### src/rtl/control_teclado.sv
// control_teclado: synchronises and debounces the keypad lines, issues one load pulse per press and the rtecla clear on acknowledge
module control_teclado #(
  parameter int DEB_CYCLES = 500000,
  parameter int CNT_W      = 20
) (
  input  logic       clk,
  input  logic       reset,
  input  logic [3:0] teclas,
  input  logic       tecla_leida,
  output logic       load1,
  output logic       load2,
  output logic       load3,
  output logic       load4,
  output logic       rtecla,
  output logic       ocupado
);
  typedef enum logic [2:0] {IDLE, DEBOUNCE, LOAD, WAIT_REL, REL_DEB} state_t;
  localparam logic [CNT_W-1:0] CNT_LAST = CNT_W'(DEB_CYCLES - 1);
  state_t state_q, state_d;
  logic [CNT_W-1:0] cnt_q, cnt_d;
  logic [3:0] meta_q, key_sync_q, snap_q, snap_d, sel_q, sel_d, load;
  logic ocupado_q, ocupado_d, rtecla_q, rtecla_d;
  // synchroniser, FSM state, debounce bookkeeping and handshake flags
  always_ff @(posedge clk) begin
    if (reset) begin
      meta_q     <= '0;
      key_sync_q <= '0;
      state_q    <= IDLE;
      cnt_q      <= '0;
      snap_q     <= '0;
      sel_q      <= '0;
      ocupado_q  <= 1'b0;
      rtecla_q   <= 1'b0;
    end else begin
      meta_q     <= teclas;
      key_sync_q <= meta_q;
      state_q    <= state_d;
      cnt_q      <= cnt_d;
      snap_q     <= snap_d;
      sel_q      <= sel_d;
      ocupado_q  <= ocupado_d;
      rtecla_q   <= rtecla_d;
    end
  end
  // next state: debounce the press, fire one load, then debounce the release
  always_comb begin
    state_d = state_q;
    cnt_d   = cnt_q;
    snap_d  = snap_q;
    sel_d   = sel_q;
    case (state_q)
      IDLE: if (key_sync_q != '0 && !ocupado_q) begin
        state_d = DEBOUNCE;
        snap_d  = key_sync_q;
        sel_d   = key_sync_q & (~key_sync_q + 4'd1);
        cnt_d   = '0;
      end
      DEBOUNCE: if (key_sync_q != snap_q) state_d = IDLE;
        else if (cnt_q == CNT_LAST) state_d = LOAD;
        else cnt_d = cnt_q + 1'b1;
      LOAD: state_d = WAIT_REL;
      WAIT_REL: if (key_sync_q == '0) begin
        state_d = REL_DEB;
        cnt_d   = '0;
      end
      REL_DEB: if (key_sync_q != '0) state_d = WAIT_REL;
        else if (cnt_q == CNT_LAST) state_d = IDLE;
        else cnt_d = cnt_q + 1'b1;
      default: state_d = IDLE;
    endcase
  end
  // outputs: one-hot load in LOAD; acknowledge clears ocupado and pulses rtecla once
  always_comb begin
    load      = (state_q == LOAD) ? sel_q : 4'd0;
    ocupado_d = (state_q == LOAD) | (ocupado_q & ~tecla_leida);
    rtecla_d  = ocupado_q & tecla_leida;
  end
  assign load1   = load[0];
  assign load2   = load[1];
  assign load3   = load[2];
  assign load4   = load[3];
  assign rtecla  = rtecla_q;
  assign ocupado = ocupado_q;
endmodule
### config.mk
export PLATFORM = sky130hd
export DESIGN_NAME = control_teclado
export DESIGN_NICKNAME = d
export VERILOG_FILES = /design/src/rtl/control_teclado.sv
export SDC_FILE = /design/constraint.sdc
export NUM_CORES = 1
export LEC_CHECK = 0
export CAP_MARGIN = 20
export CORE_MARGIN = 1.5
export CORE_UTILIZATION = 31
export DETAILED_ROUTE_END_ITERATION = 12
export PLACE_DENSITY = 0.54
export RECOVER_POWER = 50
export SYNTH_ARGS = -nofsm -noshare
export SYNTH_HDL_FRONTEND = slang
export SYNTH_SLANG_ARGS = --single-unit
### constraint.sdc
create_clock -name clk -period 1.91 [get_ports clk]
set_input_delay 0.382 -clock clk [delete_from_list [all_inputs] [get_ports clk]]
set_output_delay 0.382 -clock clk [all_outputs]
set_load 0.02 [all_outputs]
Word level (Yosys, flattened, before mapping)
Index checks and enable logic that the tools add are counted.
- flip-flop bits (word level): 41
- bits in latches: 0
- RAM bits: 0
- memory bits (read-only): 0
- bits of input ports: 7
- output and inout bits: 6
- word-level logic and storage cells: 51
- memories: 0
- add/sub/neg operators: 2
- multipliers: 0
- div/mod/pow operators: 0
- magnitude comparators: 0
- equal/unequal tests: 12
- shift-type cells: 0
- muxes and demuxes: 14
- bitwise logic cells: 6
- reductions and logical operators: 9
- operators by type and width (kind ; count):
    $mux W20 ; 5
    $pmux W20 S4 ; 1
    $add A20 B1 Y20 const B ; 1
    $eq A20 B19 Y1 const B ; 1
    $mux W3 ; 6
    $pmux W3 S5 ; 1
    $ne A2 B2 Y1 const B ; 4
    $reduce_bool A4 Y1 ; 2
    $eq A3 B2 Y1 const B ; 2
    $ne A3 B3 Y1 const B ; 2
    $reduce_and A5 Y1 ; 1
    $add A4 B1 Y4 const B ; 1
    $and A4 B4 Y4 ; 1
    $logic_not A4 Y1 ; 1
    $mux W4 ; 1
    $ne A4 B4 Y1 ; 1
    $not A4 Y4 ; 1
    $reduce_and A4 Y1 ; 1
    $eq A3 B1 Y1 const B ; 1
    $eq A3 B3 Y1 const B ; 1
    $logic_not A3 Y1 ; 1
    $and A1 B1 Y1 ; 2
    $reduce_and A2 Y1 ; 1
    $logic_and A1 B1 Y1 ; 1
    3 further kinds ; 3

Logic depth before layout (Yosys ltp)
- depth in word-level cells: 4
- gate-level depth with buffers: 9
- mapped depth without buffers: 7

Least setup slack after synthesis
Ideal clock, no wire load.
- kind: reg-to-reg
- from: register key_sync_q[2]
- to: register cnt_q[17]
- setup time: 0.070 ns
- arrival time: 1.995 ns
- data required time: 1.840 ns
- slack: -0.155 ns
- cell stages (with the launch flop): 7
- clock period less this slack: 2.065 ns
- cells stage by stage: dfxtp_1 > or4_4 > nor3_4 > a311o_4 > o2bb2ai_4 > or4_1 > a21oi_1
- word-level cells in the longest chain between the ends: 4
- ends and longest elaborated chain (element ; RTL line ; text):
    start, declared ; 21 ; logic [3:0] meta_q, key_sync_q, snap_q, snap_d, sel_q, sel_d, load;
    start signal, assigned ; 36 ; key_sync_q <= meta_q;
    $reduce_bool A4 Y1 ; 52, 66 ;
    $logic_and A1 B1 Y1 ; 52 ; IDLE: if (key_sync_q != '0 && !ocupado_q) begin
    $ne A2 B2 Y1 (no source line) ; -- ;
    $reduce_and A5 Y1 (no source line) (*) ; -- ;
    end signal, assigned ; 38 ; cnt_q <= cnt_d;
    end, declared ; 20 ; logic [CNT_W-1:0] cnt_q, cnt_d;
Mark *: on every way between the ends. The rest lies on a longest branch, timed or not.
A chain may end at the register's enable or synchronous reset.

Worst setup path in the final report
- from: register cnt_q[7]
- to: register cnt_q[19]
- word-level cells in the longest chain between the ends: 4
- ends and longest elaborated chain (element ; RTL line ; text):
    $add A20 B1 Y20 or $eq A20 B19 Y1 (tied branches) ; -- ;
    $mux W20 (*) ; 59, 67 ;
    $mux W20, on equally long branches ; 66, 58 ;
    $pmux W20 S4 (*) ; 51 ; case (state_q)
Mark *: on every way between the ends. The rest lies on a longest branch, timed or not. The select of a mux whose other input is x is not followed.

==> metrics.md <==
| Metric | Value |
|---|---|
| Status | finished with violations |
| Failing checks | setup timing |
| Post-Syn Nets | 239 |
| GRT Util Overall | 16.66% |
| Post-synthesis sequential area ratio | 41.13% |
| Yosys warns | 0 |
| Dpl hpwl | 3525 um |
| Final period utilization | 104.9% |
| # IOs | 13 |
| Share of the synthesized area in the top cell type | 41.13% |
| Placer Congestion | 0.9400 |
| Switch share | 31.66% |
| CP Max Fanout | 4 |
| Tmin final | 2004 ps |
| Antenna violations before repair | 0 |
| Drc violations | 0 |
| Clock root buffer | clkbuf_8 |
| Chip height | 82.25 um |
| Post-synthesis simple-gate area fraction | 32.84% |
| Mapped Cells | 231 |
| Final setup margin | -94.47 ps |
| Area growth syn-to-layout | 45.57% |
| CTS tree | yes |
| PortBufs | 12 |
| Vias in the first global route | 1747 |
| Synth Area in Compound Gates | 19.41% |
| Top post-synthesis cells by area | dfxtp_1 (41%), a21oi_1 (4.9%), nand2_1 (4.2%) |
| Reg-to-Reg Start | cnt_q[7]$_SDFFE_PP0P_ |
| Fin nets | 306 |
| Die ar. | 6764 sq um |
| Routed len/inst | 13.71 um |
| Hold Path Depth | 1 |
| Flops & latches, synth | 40 |
| Final worst hold slack | 441.8 ps |
| Worst Reg2Reg Path Length in Cells | 5 |
| Clock Power Share | 31.3% |
| 1st-iter DRT viols | 136 |
| Share of cells above drive strength 1 | 34.11% |
| Pleak | 1.071 nW |
| Tightest Pin Transition | 610.1 ps |
| Post-CTS Hold Fix Bufs | 0 |
| Mapped Avg Cell Area | 8.428 sq um |
| Ys async rst share | 0% |
| Synth Area in XOR/XNOR | 2.699% |
| Adder-cell share of the synthesized area | 0.6427% |
| Post-synth EDFFs | 0 |
| Worst EP arrival | 2250 ps |
| Final Hold Vio Count | 0 |
| Vias per cell | 5.048 |
| Rows | 28 |
| Ant. Diodes | 0 |
| Slew headroom | 59.33% |
| Final Skew | 10.85 ps |
| Sw power | 730.2 uW |
| Syn Std Cell Area | 1947 sq um |
| Clock Sinks | 40 |
| Clock Path Buffers | 2 |
| Pwr dens | 813.8 nW/um^2 |
| R2R Path End | cnt_q[19]$_SDFFE_PP0P_ |
| Reg clk slew, reported paths | 90 ps |
| Kind of critical path | reg -> reg |
| Routed WL | 5129 um |
| Congestion Overflow GR | 0 |
| Clock Latency Late Sink | 300 ps |
| Core Util, Final | 47.31% |
| Cells after DPL | 359 |
| Largest family of logic cells by synthesized area | simple AND/OR/NAND/NOR gates |
| H-tree lvl count | 2 |
| Core region area | 5991 sq um |
| Worst EP required | 2150 ps |
| Synth area leader | dfxtp_1 |
| Worst setup path start | cnt_q[7]$_SDFFE_PP0P_ |
| Hold Path Class | reg -> reg |
| Max IR drop VDD | 0.3717 mV |
| Max Slew Vio Count | 0 |
| # setup viols final | 16 |
| Peak Freq | 498.9 MHz |
| Multiplexer share of the synthesized area | 0% |
| Worst min-delay path startpoint | meta_q[2]$_SDFF_PP0_ |
| Hold Path End | key_sync_q[2]$_SDFF_PP0_ |
| Global-route wire length before repair | 8480 um |
| Critical path endpoint category | flip-flop |
| ANT nets after route | 0 |
| Reg2Reg Setup Slack | -90 ps |
| Post-synthesis cell type count | 48 |
| Total CTS buffers | 5 |
| Unrepaired setup endpoints after global routing | yes |
| Startpoint types | flip-flop |
| Pre-antenna DRT Iters | 4 |
| Routed vias | 1888 |
| Logic pwr share | 29.8% |
| Max_cap viols | 0 |
| Sequential share of power | 38.9% |
| Die X | 82.25 um |
| Ys flop type | dfxtp_1 |
| Largest net degree at the start of global routing | 16 |
| Internal power | 1.576 mW |
| Initial Util | 32.50% |
| Finished Layout Cells | 374 |
## critical path: stages (launching register included)
cell and delay (ps):
dfxtp_1 380, and3_4 200, or3b_1 370, or3_4 400, or4_1 490, a21oi_2 120
## cells by family after synthesis
| family | after synthesis |
|---|---|
| buffers and inverters | 15 |
| XOR/XNOR | 6 |
| flip-flops | 40 |
| adder cells (fa/ha/maj) | 1 |
| AO/OA/AOI/OAI | 57 |
| AND/OR/NAND/NOR | 112 |
## per-stage QoR
stage | power [mW] | setup TNS, ps | cell area [sq um] | worst slack [ps]
6_report | 2.306 | -627.0 | 2834 | -94.47
5_1_grt | 2.417 | -2284 | 2834 | -162.6
4_1_cts | 2.284 | -438.1 | 2760 | -76.47
3_5_place_dp | 1.466 | -567.6 | 2530 | -97.54
3_3_place_gp | 1.466 | -533.6 | 2530 | -72.94
2_1_floorplan | 1.228 | -59.42 | 1978 | -29.73
## power groups by stage
| stage | clock network, mW | logic [mW] | registers [mW] |
|---|---|---|---|
| after floorplan | 0 | 0.310 | 0.918 |
| after global placement | 0 | 0.553 | 0.912 |
| after detailed placement | 0 | 0.552 | 0.914 |
| after CTS | 0.739 | 0.649 | 0.895 |
| after global routing | 0.767 | 0.748 | 0.902 |
| final | 0.722 | 0.688 | 0.896 |
## repair_timing
action	4_1_cts	5_1_grt
pin swaps	2	3
cloned	2	0
gates resized for setup	16	24
buffers inserted	3	2
setup endpoints to repair	19	27
## cells in the final DEF (no fill, tap or decap), types with 6 or more instances in the layout
cell	Yosys	final
a21oi_1	19	16
buf_4	0	48
clkdlybuf4s50_1	0	7
dfxtp_1	40	35
inv_1	8	8
nand2_1	22	21
nand3_1	14	14
nor2_1	19	16
nor2b_1	8	8
nor3_1	9	9
o21ai_0	11	9
xor2_1	6	6
## sequential cells by signal, summed over array words and instances, names as in the netlist
signal      flops
sel_q           3
state_q         3
snap_q          4
cnt_q          20
key_sync_q      4
meta_q          4
rtecla          1
ocupado         1
## worst max path at each step
stage / endpoint / slack [ps] / depth (start not counted)
2_1_floorplan: cnt_q[17]$_SDFFE_PP0P_ / -30 / 5
3_3_place_gp: cnt_q[0]$_SDFFE_PP0P_ / -70 / 8
3_5_place_dp: cnt_q[19]$_SDFFE_PP0P_ / -100 / 6
4_1_cts: cnt_q[19]$_SDFFE_PP0P_ / -80 / 6
5_1_grt: cnt_q[19]$_SDFFE_PP0P_ / -160 / 6
6_report: cnt_q[19]$_SDFFE_PP0P_ / -90 / 5
## synthesized netlist by cell type, types with 2 or more instances
| cell | instances |
|---|---|
| a21oi_1 | 19 |
| clkbuf_1 | 4 |
| o22ai_1 | 3 |
| nand4_1 | 4 |
| and2_1 | 5 |
| and4_1 | 2 |
| inv_1 | 8 |
| xor2_1 | 6 |
| o31ai_1 | 5 |
| o21ai_0 | 11 |
| or3_1 | 5 |
| nor4b_1 | 3 |
| nor2b_1 | 8 |
| a31oi_1 | 4 |
| nor2_1 | 19 |
| buf_1 | 2 |
| o41ai_1 | 2 |
| dfxtp_1 | 40 |
| nand3_1 | 14 |
| nor3_1 | 9 |
| or4_1 | 2 |
| and3_1 | 2 |
| o211ai_1 | 4 |
| or3_2 | 2 |
| nand2b_1 | 4 |
| nand2_1 | 22 |
## area by class of cell
type | instances | area (sq um)
Clock buffer | 5 | 68.82
Multi-Input combinational cell | 178 | 1269
Timing Repair Buffer | 65 | 519.2
Sequential cell | 40 | 807.0
Fill cell | 592 | 3157
Clock inverter | 3 | 46.29
Tap cell | 75 | 93.84
Inverter | 8 | 30.03
## metal layers
metal,up-vias,global-route usage [%],part of all wire (%)
met5,-,0,0
met4,0,6.102,0.86
met3,2,2.967,4.6
met2,42,23.90,43
met1,856,24.52,52
li1,988,-,-
No activity file was read; power rests on OpenSTA's default activity.
